==> config.mk <==
export PLATFORM = sky130hd
export DESIGN_NAME = pipelined_shifter
export DESIGN_NICKNAME = d
export VERILOG_FILES = /design/src/rtl/pipelined_shifter.sv
export SDC_FILE = /design/constraint.sdc
export NUM_CORES = 1
export LEC_CHECK = 0
export BUFFER_PORTS_ARGS = -buffer_cell sky130_fd_sc_hd__buf_2
export CORE_MARGIN = 5
export CORE_UTILIZATION = 40
export DETAILED_ROUTE_END_ITERATION = 10
export GPL_ROUTABILITY_DRIVEN = 0
export PLACE_DENSITY = 0.55
export SYNTH_ARGS = -nofsm -noshare
export SYNTH_HDL_FRONTEND = slang
export SYNTH_SLANG_ARGS = --single-unit
==> constraint.sdc <==
create_clock -name clk -period 6.8 [get_ports clk]
set_input_delay 0 -clock clk [delete_from_list [all_inputs] [get_ports clk]]
set_output_delay 0 -clock clk [all_outputs]
set_load 0.1 [all_outputs]
==> src/rtl/pipelined_shifter.sv <==
// Pipelined shifter: SLL / SRL / SRA / ROTR on WIDTH-bit operands, with a
// 32-bit word mode whose result is sign-extended to WIDTH.
//
// Ports:
//   clk, rst_n            clock, asynchronous active-low reset
//   flush                 kills every in-flight operation; blocks accept
//   in_valid/in_ready     request handshake (in_data, in_amount, in_op,
//                         in_word, in_tag)
//   out_valid/out_ready   result handshake (out_data, out_tag)
//
// All ops are funnelled through one right-shifting datapath. SLL is done as
// reverse -> logical right shift -> reverse. Word ops are pre-conditioned so
// that the low 32 bits of the full-width result are the 32-bit answer:
// zero-extend for SRL, sign-extend for SRA, replicate the low word across
// the datapath for ROTR. The final stage sign-extends word results.
module pipelined_shifter #(
    parameter int WIDTH            = 64,
    parameter int LEVELS_PER_STAGE = 2,
    parameter int TAG_W            = 5
) (
    input  logic                     clk,
    input  logic                     rst_n,
    input  logic                     flush,
    input  logic                     in_valid,
    output logic                     in_ready,
    input  logic [WIDTH-1:0]         in_data,
    input  logic [$clog2(WIDTH)-1:0] in_amount,
    input  logic [1:0]               in_op,
    input  logic                     in_word,
    input  logic [TAG_W-1:0]         in_tag,
    output logic                     out_valid,
    input  logic                     out_ready,
    output logic [WIDTH-1:0]         out_data,
    output logic [TAG_W-1:0]         out_tag
);

    localparam int AW  = $clog2(WIDTH);
    localparam int LPS = LEVELS_PER_STAGE;
    localparam int N   = (AW + LPS - 1) / LPS;
    localparam int NQ  = (N > 1) ? N - 1 : 1;

    localparam logic [1:0] OP_SLL  = 2'b00;
    localparam logic [1:0] OP_SRA  = 2'b10;
    localparam logic [1:0] OP_ROTR = 2'b11;

    typedef struct packed {
        logic [WIDTH-1:0] data;
        logic [AW-1:0]    amt;
        logic [1:0]       op;
        logic             word;
        logic [TAG_W-1:0] tag;
    } stage_t;

    function automatic logic [WIDTH-1:0] bitrev(input logic [WIDTH-1:0] d);
        logic [WIDTH-1:0] r;
        for (int i = 0; i < WIDTH; i++) r[i] = d[WIDTH-1-i];
        return r;
    endfunction

    // One mux level: right shift by sh with the fill the op calls for.
    function automatic logic [WIDTH-1:0] shr(input logic [WIDTH-1:0] d,
                                             input int sh,
                                             input logic [1:0] op);
        logic [WIDTH-1:0] r;
        case (op)
            OP_SRA:  r = WIDTH'($signed(d) >>> sh);
            OP_ROTR: r = (d >> sh) | (d << (WIDTH - sh));
            default: r = d >> sh;
        endcase
        return r;
    endfunction

    // ---------------- handshake / valid pipe ----------------
    logic [N-1:0] vld_pipe_q, vld_pipe_d;
    logic         advance, accept;

    assign out_valid = vld_pipe_q[N-1];
    assign advance   = !out_valid || out_ready;
    assign in_ready  = advance && !flush;
    assign accept    = in_valid && in_ready;

    always_comb begin
        vld_pipe_d = vld_pipe_q;
        if (flush) begin
            vld_pipe_d = '0;
        end else if (advance) begin
            vld_pipe_d[0] = accept;
            for (int s = 1; s < N; s++) vld_pipe_d[s] = vld_pipe_q[s-1];
        end
    end

    always_ff @(posedge clk or negedge rst_n) begin
        if (!rst_n) vld_pipe_q <= '0;
        else        vld_pipe_q <= vld_pipe_d;
    end

    // ---------------- operand conditioning ----------------
    stage_t pre;

    always_comb begin
        pre.amt  = in_word ? AW'(in_amount[4:0]) : in_amount;
        pre.op   = in_op;
        pre.word = in_word;
        pre.tag  = in_tag;
        if (in_op == OP_SLL) begin
            // Only the low word of the result matters in word mode, so the
            // full-width reversal works for both.
            pre.data = bitrev(in_data);
        end else if (!in_word) begin
            pre.data = in_data;
        end else begin
            case (in_op)
                OP_SRA:  pre.data = WIDTH'($signed(in_data[31:0]));
                OP_ROTR: pre.data = {(WIDTH/32){in_data[31:0]}};
                default: pre.data = WIDTH'(in_data[31:0]);
            endcase
        end
    end

    // ---------------- shift stages ----------------
    stage_t stg_q [NQ];
    stage_t src   [N];
    stage_t nxt   [N];

    always_comb begin
        src[0] = pre;
        for (int s = 1; s < N; s++) src[s] = stg_q[s-1];
    end

    // Stage s applies levels s*LPS .. s*LPS+LPS-1 (shift by 2^k).
    always_comb begin
        for (int s = 0; s < N; s++) begin
            nxt[s] = src[s];
            for (int k = 0; k < AW; k++) begin
                if (k >= s*LPS && k < (s+1)*LPS && src[s].amt[k])
                    nxt[s].data = shr(nxt[s].data, 1 << k, src[s].op);
            end
        end
    end

    // Intermediate datapath registers carry no reset; validity lives in
    // vld_pipe_q.
    always_ff @(posedge clk) begin
        if (advance) begin
            for (int s = 0; s < N-1; s++) stg_q[s] <= nxt[s];
        end
    end

    // ---------------- result formatting + output register ----------------
    logic [WIDTH-1:0] res_d;
    logic [WIDTH-1:0] out_data_q;
    logic [TAG_W-1:0] out_tag_q;

    always_comb begin
        res_d = (nxt[N-1].op == OP_SLL) ? bitrev(nxt[N-1].data) : nxt[N-1].data;
        if (nxt[N-1].word) res_d = WIDTH'($signed(res_d[31:0]));
    end

    always_ff @(posedge clk or negedge rst_n) begin
        if (!rst_n) begin
            out_data_q <= '0;
            out_tag_q  <= '0;
        end else if (advance) begin
            out_data_q <= res_d;
            out_tag_q  <= nxt[N-1].tag;
        end
    end

    assign out_data = out_data_q;
    assign out_tag  = out_tag_q;

endmodule

======== Yosys cells after proc, flatten, opt, wreduce, memory -nomap -nowiden ========
Memories as Yosys holds them, arrays and structs flattened.
Cells that the tools add are included.
word-level totals
  input bits .............................. 83
  RAM bits ................................ 156
  bits in registers ....................... 72
  logic and storage cells ................. 46
  output and inout bits ................... 71
  memories kept ........................... 1
memories
  name   depth  width  read ports  clocked after Yosys merged registers in  write ports  RTL line  RTL
  stg_q  2      78     2           0                                        2            121       stage_t stg_q [NQ];
operators by class
  equality and inequality tests ........... 6
  reductions and logical operators ........ 8
  mux-type cells .......................... 22
  bitwise logic cells ..................... 6
operators by type and width
  operator            number
  $pmux 64 s2         7
  $mux 64             10
  $or 32x64->64       1
  $or 48x64->64       1
  $or 56x64->64       1
  $or 60x64->64       1
  $or 62x64->64       1
  $or 63x64->64       1
  $eq 2x2->1 const B  6
  $mux 3              2
  $mux 6              1
  $logic_not 2->1     2
  $logic_and 1x1->1   2
  $logic_not 1->1     2
  $mux 1              2
  $reduce_bool 2->1   1
  $logic_or 1x1->1    1

======== Logic depth before layout (Yosys ltp) ========
Gate-level depths: netlist (run 1).
  depth in word-level cells ............... 10
  mapped depth ............................ 8
  gate-level depth less buffers ........... 6

======== Worst setup path before layout (run 1) ========
Ideal clock, no wire load.
  path kind ............................... register -> register
  from .................................... reg vld_pipe_q[2]
  to ...................................... mem stg_q[0][0] (netlist bit), enable pin
  buffers on the path ..................... 3
  period minus slack after synthesis ...... 6.350 ns
  path slack .............................. 0.450 ns
  arrival time ............................ 5.778 ns
  stages on the path, launching flop included .. 6
  cells stage by stage .................... dfrtp_1 -> nor2b_1 -> clkbuf_1 -> clkinv_1 -> clkbuf_1 -> buf_1
RTL lines
  what                    RTL line  RTL
  start, declared         74        logic [N-1:0] vld_pipe_q, vld_pipe_d;
  start signal, assigned  94        else vld_pipe_q <= vld_pipe_d;
  end, declared           121

==> results of run 1 <==
-- repair_timing --
item                                    4_1_cts  5_1_grt
endpoints found under the hold margin       100        0
hold buffers                                 17        0
endpoints found under the setup margin        0        0
-- cells by family after synthesis --
group                     count (synthesis)  synth area share, %
AOI/OAI and AO/OA                       441                 20.7
xor gates and xnor gates                  1               0.0621
buffers and inverters                   142                 4.52
DFF                                     222                 44.7
muxes                                   216                 20.2
and+or+nand+nor                         300                 9.77
-- path summary, 6_finish.rpt --
check / start / endpoint / slack, ns / depth (start not counted)
worst max-delay path: stg_q[0][91]$_DFFE_PN_ / out_data[63]$_DFFE_PN0N_ / 3.78 / 7
worst min-delay path: in_data[63] / stg_q[0][14]$_DFFE_PN_ / 0.04 / 3
worst max register to register: stg_q[0][91]$_DFFE_PN_ / out_data[63]$_DFFE_PN0N_ / 3.78 / 7
worst min register to register: stg_q[0][0]$_DFFE_PN_ / stg_q[0][78]$_DFFE_PN_ / 0.42 / 0
max in group asynchronous: rst_n / out_tag[0]$_DFFE_PN0N_ / 6.01 / 2
min in group asynchronous: rst_n / out_data[19]$_DFFE_PN0N_ / 0.17 / 2
-- power groups by stage --
| stage | logic, uW | clock network [uW] | registers [uW] |
|---|---|---|---|
| after detailed placement | 1780 | 0 | 1960 |
| after global placement | 1770 | 0 | 1950 |
| after global routing | 1890 | 1500 | 1960 |
| after floorplan | 708 | 0 | 2560 |
| after CTS | 1790 | 1450 | 1940 |
| final | 1800 | 1420 | 1930 |
-- state kept, by name, indices dropped and copies added, names as in the netlist --
signal and count:
stg_q 150, out_data 64, vld_pipe_q 3, out_tag 5
-- metal layers --
layer,global-route usage [%],up-vias
met5,0,-
met4,4.74,0
met3,2.98,89
met2,37.7,533
met1,30.6,5739
li1,-,5315
-- worst reg2reg max path: stages (launching register included) --
cell,delay (ns)
edfxtp_1,0.33
buf_4,0.48
clkinv_1,0.63
buf_4,0.43
nor3_2,0.65
nand2_1,0.11
o311ai_0,0.12
o221a_2,0.23
-- cell usage after synthesis (8+ instances only) --
cell         n  area (um2)
o221ai_1    35         307
a21o_1      11        82.6
nand3_1     29         145
clkbuf_1    70         263
buf_4        8        60.1
o211ai_1    18         135
edfxtp_1   150        4500
mux4_2      50        1130
buf_2       36         180
o21a_1      19         143
a221oi_1    35         307
inv_1       12        45.0
o21ai_0     97         485
a21oi_1    110         551
mux2_2      53         597
mux2i_1    113        1130
dfrtp_1     72        1800
o211a_1      8        80.1
nand2b_1     8        50.1
o2111ai_1    8        70.1
buf_1        9        33.8
nand2_1     99         372
nor2b_1     44         275
o22ai_1     52         325
nor2_1      93         349
-- stage by stage --
stage	power, uW	setup WS (ns)	hold WS (ns)
floorplan	3260	0.450	-0.296
global placement	3730	3.81	0.180
detailed placement	3740	3.82	0.181
CTS	5170	3.79	0.0214
global route	5350	3.55	0.0570
finish	5160	3.78	0.0369
-- layout by cell type, fill, tap and decap left out, types with 43 or more instances in the layout --
cell	count
mux2i_1	113
o22ai_1	52
nand2_1	99
mux4_2	50
dfrtp_1	72
mux2_2	53
a21oi_1	110
nor2_1	93
nor2b_1	43
buf_2	152
edfxtp_1	150
o21ai_0	97
-- layout make-up --
cell class,instances,area [um2]
Fill cell,3320,18700
Inverter,15,63.8
Timing Repair Buffer,184,1040
Multi-Input combinational cell,958,7180
Clock buffer,32,704
Antenna cell,1,2.50
Sequential cell,222,6310
Clock inverter,18,176
Tap cell,455,569
==> metrics.md, run 1 <==
| Metric | Value |
|---|---|
| Layout cells sized above 1 | `about a quarter` |
| Placeable Area | `0.0347 mm2` |
| Count of port buffers added during placement | `153` |
| Asr flop ratio synth | `between 30% and 40%` |
| Data required time of the critical path | `around 7.3 ns` |
| Max-cap viol count | `0` |
| Met3 routed WL | `just under 3000 um` |
| Psw | `2100 uW` |
| Top_reg_cell synth | `edfxtp_1` |
| Slowest cell on the critical path | `nor3_2` |
| P_int | `between 3000 and 4000 uW` |
| Vias in the first global route | `approximately 11,000` |
| Status | `complete, no violations` |
| FMAX | `331 MHz` |
| Number of buffers created by CTS | `27` |
| Non-filler cells, final | `1,885` |
| Met2 WL | `roughly 22,000 um` |
| First-pass GRT wire length | `just under 70,000 um` |
| Crit Path Class | `reg2reg` |
| Cell with the most instances on the worst path | `buf_4` |
| Post-CTS Setup Bufs | `0` |
| Starting DRT DRC Count | `roughly 1,500` |
| Layout Utilization | `between 40% and 50%` |
| Setup violations, final | `0` |
| Clk_skew | `approximately 0.036 ns` |
| I/O Pins | `approximately 150` |
| Post-route minimum period | `between 3 and 4 ns` |
| WL/cell | `around 24 um` |
| Die Span X | `between 150 and 200 um` |
| Metal-1 WL | `~19,000 um` |
| Gr ovfl total | `0` |
| Total negative slack | `0 ns` |
| Gr usage total | `between 20% and 30%` |
| Logic gate share of total power | `34.8%` |
| DIE HEIGHT | `roughly 200 um` |
| WL final | `approximately 45,000 um` |
| DPL Wire Length | `between 30,000 and 40,000 um` |
| Sequential fraction of the synthesis area | `between 40% and 50%` |
| Syn Area/Cell | `about 11 um2` |
| Final hold vios | `0` |
| Standby leakage power | `between 0.006 and 0.007 uW` |
| Starting Density | `between 40% and 50%` |
| Number of synthesized flops with an enable pin | `150` |
| Full die area | `0.0391 mm2` |
| Critical path fanouts, max | `54` |
| Dpl cells | `roughly 1,800` |
| CTS resizes | `0` |
| CP Data Arrival Time | `between 3 and 4 ns` |
| Crit-path cells | `buf_4 -> clkinv_1 -> buf_4 -> nor3_2 -> nand2_1 -> o311ai_0 -> o221a_2` |
| Crit path max-delay family | `buffers and inverters` |
| # H-tree levels | `1` |
| Antenna Nets Post-Route | `0` |
| Crit share post-route | `about 44%` |
| Root buffer cell | `clkbuf_16` |
| Mapped cell area | `0.0141 mm2` |
| Placed inst area | `~0.015 mm2` |
| Largest net degree at the start of global routing | `between 100 and 150` |
| Syn nets | `approximately 1,400` |
| Switching power share of the total | `40.8%` |
| Vias | `11,700` |
| Clock share of power | `between 20% and 30%` |
| Uppermost layer routed | `met4` |
| Power per cell area | `between 300 and 400 mW/mm2` |
| Clock-pin slew on the worst setup and hold paths | `about 0.060 ns` |
| First-pass detailed-route iteration total | `7` |
| Clock sink count | `222` |
| Rows | `68` |
| Nets | `between 1,000 and 1,500` |
| Post-Synthesis Cells | `1,322` |
| DRC errors left | `0` |
| Final instance area | `roughly 0.016 mm2` |
| Synth warn | `0` |
| Initial antenna violation count | `1` |
| Clock tree buffer depth | `3` |
| RSZ-0062 raised after global routing | `false` |
| Worst slew pin tran | `roughly 1.2 ns` |
| Vias per inst | `between 6 and 7` |
| Worst IR Drop VDD | `~0.25 mV` |
| Startpoint Class | `register` |
| Crit path capture type | `register` |
| Worst Hold Class | `in2reg` |
| CP max stage delay | `approximately 0.64 ns` |
| Unique cell type count in the Yosys netlist | `62` |
| Syn-to-layout area delta | `13.7%` |
| Max transition margin | `19.2%` |
| Latest clock arrival within the worst-skew pair | `between 0.5 and 0.6 ns` |
| Pins Over Slew Limit | `0` |
| Sequential Power Share | `37.5%` |
| Clock tree from TritonCTS | `yes` |
| Buf/Inv on CP | `3` |
| Yosys reg bits | `222` |
No activity file was read; power rests on OpenSTA's default activity.
==> inputs of run 2 (changes only) <==
- ABC_AREA: default -> 1
- PLACE_DENSITY: 0.55 -> 0.57
- clock period: 6.8 -> 2.7 ns (I/O delays scaled with it)
==> metrics.md, run 2 <==
| Metric | Value |
|---|---|
| DPL Wire Length | `around 34,000 um` |
| CP Data Arrival Time | `~2.8 ns` |
| Startpoint Class | `input port` |
| R2r setup slk | `~0.36 ns` |
| Crit Path Class | `in2reg` |
| Hold WS | `approximately 0.022 ns` |
| Placeable Area | `~0.036 mm2` |
| Top cell type's share of synthesized area | `31.2%` |
| Endpoint of the worst hold-timing path | `stg_q[0][75]$_DFFE_PN_` |
| Unique cell type count in the Yosys netlist | `27` |
| Met1 global-route usage | `between 30% and 40%` |
| Syn nets | `~2,000` |
| Max transition margin | `between 30% and 40%` |
| R2R Path End | `out_data[19]$_DFFE_PN0N_` |
| Top-count cell post-synth | `nand2_1` |
| First-pass GRT wire length | `73,000 um` |
| Largest net degree at the start of global routing | `approximately 130` |
| Vias per inst | `~5.3` |
| Synth area leader | `edfxtp_1` |
| Vias | `approximately 14,000` |
| Power per cell area | `751 mW/mm2` |
| Critical path fanouts, max | `126` |
| Clock tree from TritonCTS | `yes` |
| Commonest non-fill, non-tap cell in the layout | `nand2_1` |
| RSZ-0062 raised after global routing | `false` |
| Commonest non-fill, non-tap cells in the layout | `nand2_1, nand3_1, o21ai_0` |
| First-pass detailed-route iteration total | `5` |
| Clock-pin slew on the worst setup and hold paths | `0.07 ns` |
| Starting Density | `between 40% and 50%` |
| RR Startpoint | `stg_q[0][85]$_DFFE_PN_` |
| Layout cells sized above 1 | `12.0%` |
| WL final | `about 46,000 um` |
| Layout Utilization | `47.4%` |
| Starting DRT DRC Count | `around 1,200` |
| Crit share post-route | `~95%` |
| Post-Synthesis Cells | `around 1,900` |
| Top_reg_cell synth | `edfxtp_1` |
| Standby leakage power | `just over 0.008 uW` |
| Count of port buffers added during placement | `153` |
| DRC errors left | `0` |
| Gr ovfl total | `0` |
| Max FFs per register | `150` |
| # H-tree levels | `1` |
| Worst hold stages | `5` |
| Sequential fraction of the synthesis area | `approximately 44%` |
| Worst slew pin tran | `0.968 ns` |
| DIE HEIGHT | `between 200 and 250 um` |
| Syn-to-layout area delta | `16.9%` |
| Synth top area cells | `edfxtp_1, nand2_1, dfrtp_1` |
| Pins Over Slew Limit | `0` |
| Most instantiated cells after synthesis | `nand2_1, nand3_1, o21ai_0` |
| Nets | `between 2,000 and 2,500` |
| Initial antenna violation count | `0` |
| Full die area | `about 0.040 mm2` |
| Post-route minimum period | `2.55 ns` |
| Hold Startpoint | `in_data[62]` |
| Antenna Nets Post-Route | `0` |
| Data required time of the critical path | `2.98 ns` |
| Rows | `69` |
| R2r worst-path depth | `6` |
| Crit path capture type | `register` |
| Asr flop ratio synth | `32.4%` |
| Synth warn | `0` |
| ANT cells | `0` |
| Total negative slack | `0 ns` |
| WL/cell | `roughly 18 um` |
| Max-cap viol count | `0` |
| Status | `complete, no violations` |
| Final hold vios | `0` |
| Number of buffers created by CTS | `25` |
| Syn Area/Cell | `between 7 and 8 um2` |
| Vias in the first global route | `13,200` |
| Clock sink count | `222` |
| GRT Max-Usage Layer | `met2` |
| Latest clock arrival within the worst-skew pair | `~0.53 ns` |
| Clock tree buffer depth | `3` |
| Worst IR Drop VDD | `~0.57 mV` |
| I/O Pins | `154` |
| Met3 Track Usage GR | `around 2.7%` |
| Worst Hold Class | `in2reg` |
| Gr usage total | `roughly 22%` |
| Clk_skew | `0.0199 ns` |
| Global-route met2 utilization | `a little under two fifths` |
| Number of synthesized flops with an enable pin | `150` |
| Post-CTS Setup Bufs | `0` |
| Yosys reg bits | `222` |
| Root buffer cell | `clkbuf_16` |
| Biggest register | `stg_q` |
| Setup violations, final | `0` |
| Mapped cell area | `0.0145 mm2` |
| Die Span X | `200 um` |
| FMAX | `between 300 and 400 MHz` |
-- run 2: cell count changes in the layout (fill, tap and decap cells not counted), sizes merged, moves of 45 or more --
cell / previous run / this run
nand3: 29 / 321
o22ai: 52 / 0
a21oi: 110 / 38
nand2: 99 / 704
o21ai: 98 / 204
mux2: 53 / 0
mux4: 50 / 0
inv: 15 / 113
dlygate4sd3: 17 / 62
-- run 2: power by group --
part	switching, uW	internal (uW)	leakage [uW]
clock	1460	2010	0.000409
combinational	3490	1020	0.00530
sequential	414	4290	0.00247
total	5360	7330	0.00819
-- run 2: what timing repair did --
action,4_1_cts,5_1_grt
hold endpoints to repair,117,0
setup endpoints to repair,0,2
resized for setup,0,3
hold buffers,62,0
-- run 2: how the worst max path moves through the flow --
stage,start,to,slack (ns),depth (start not counted)
2_1_floorplan,vld_pipe_q[2]$_DFFE_PN0P_,vld_pipe_q[0]$_DFFE_PN0P_,0.01,6
3_3_place_gp,stg_q[0][85]$_DFFE_PN_,out_data[19]$_DFFE_PN0N_,0.51,6
3_5_place_dp,stg_q[0][85]$_DFFE_PN_,out_data[19]$_DFFE_PN0N_,0.43,6
4_1_cts,in_op[0],stg_q[0][61]$_DFFE_PN_,0.02,10
5_1_grt,in_op[1],stg_q[0][61]$_DFFE_PN_,0.002,11
6_report,in_op[1],stg_q[0][61]$_DFFE_PN_,0.15,11
-- run 2: layout make-up --
cell class,count,area (um2)
fillers,3540,18800
multi-input cells,1464,7000
inverters,110,418
flip-flops and latches,222,6310
clock inverters,19,199
well taps,461,577
clock buffers,27,633
repair buffers,248,1770
-- run 2: layer usage --
layer | wire, um | part of all wire [%]
met2 | 21400 | 46
met5 | 0 | 0
met3 | 2350 | 5.1
met1 | 20300 | 44
met4 | 1970 | 4.3
-- run 2: cells by family after synthesis --
| group | count (synthesis) | synth area share, % |
|---|---|---|
| buffers and inverters | 252 | 8.01 |
| multiplexers | 86 | 5.95 |
| flip-flops | 222 | 43.6 |
| AND/OR/NAND/NOR | 1101 | 32.1 |
| AO/OA/AOI/OAI | 277 | 10.3 |
-- run 2: worst max-delay path, cell delays in order --
cell           delay [ns]
dlygate4sd3_1        0.53
buf_2                0.19
nor2_4               0.14
buf_12               0.36
nor2_1               0.10
nand2_1              0.11
nand3_1              0.10
nand3_1              0.10
dlygate4sd3_1        0.55
nand2_1              0.05
dlygate4sd3_1        0.54
-- run 2: stage by stage --
step / power, uW / instance area (um2) / std cells / worst slack, ns
after floorplan: 8010 / 14500 / 1938 / 0.00967
after global placement: 9140 / 15400 / 2443 / 0.507
after detailed placement: 9170 / 15400 / 2443 / 0.432
after CTS: 12800 / 16900 / 2551 / 0.0160
after global routing: 13300 / 16900 / 2551 / 0.00247
final: 12700 / 16900 / 2551 / 0.148
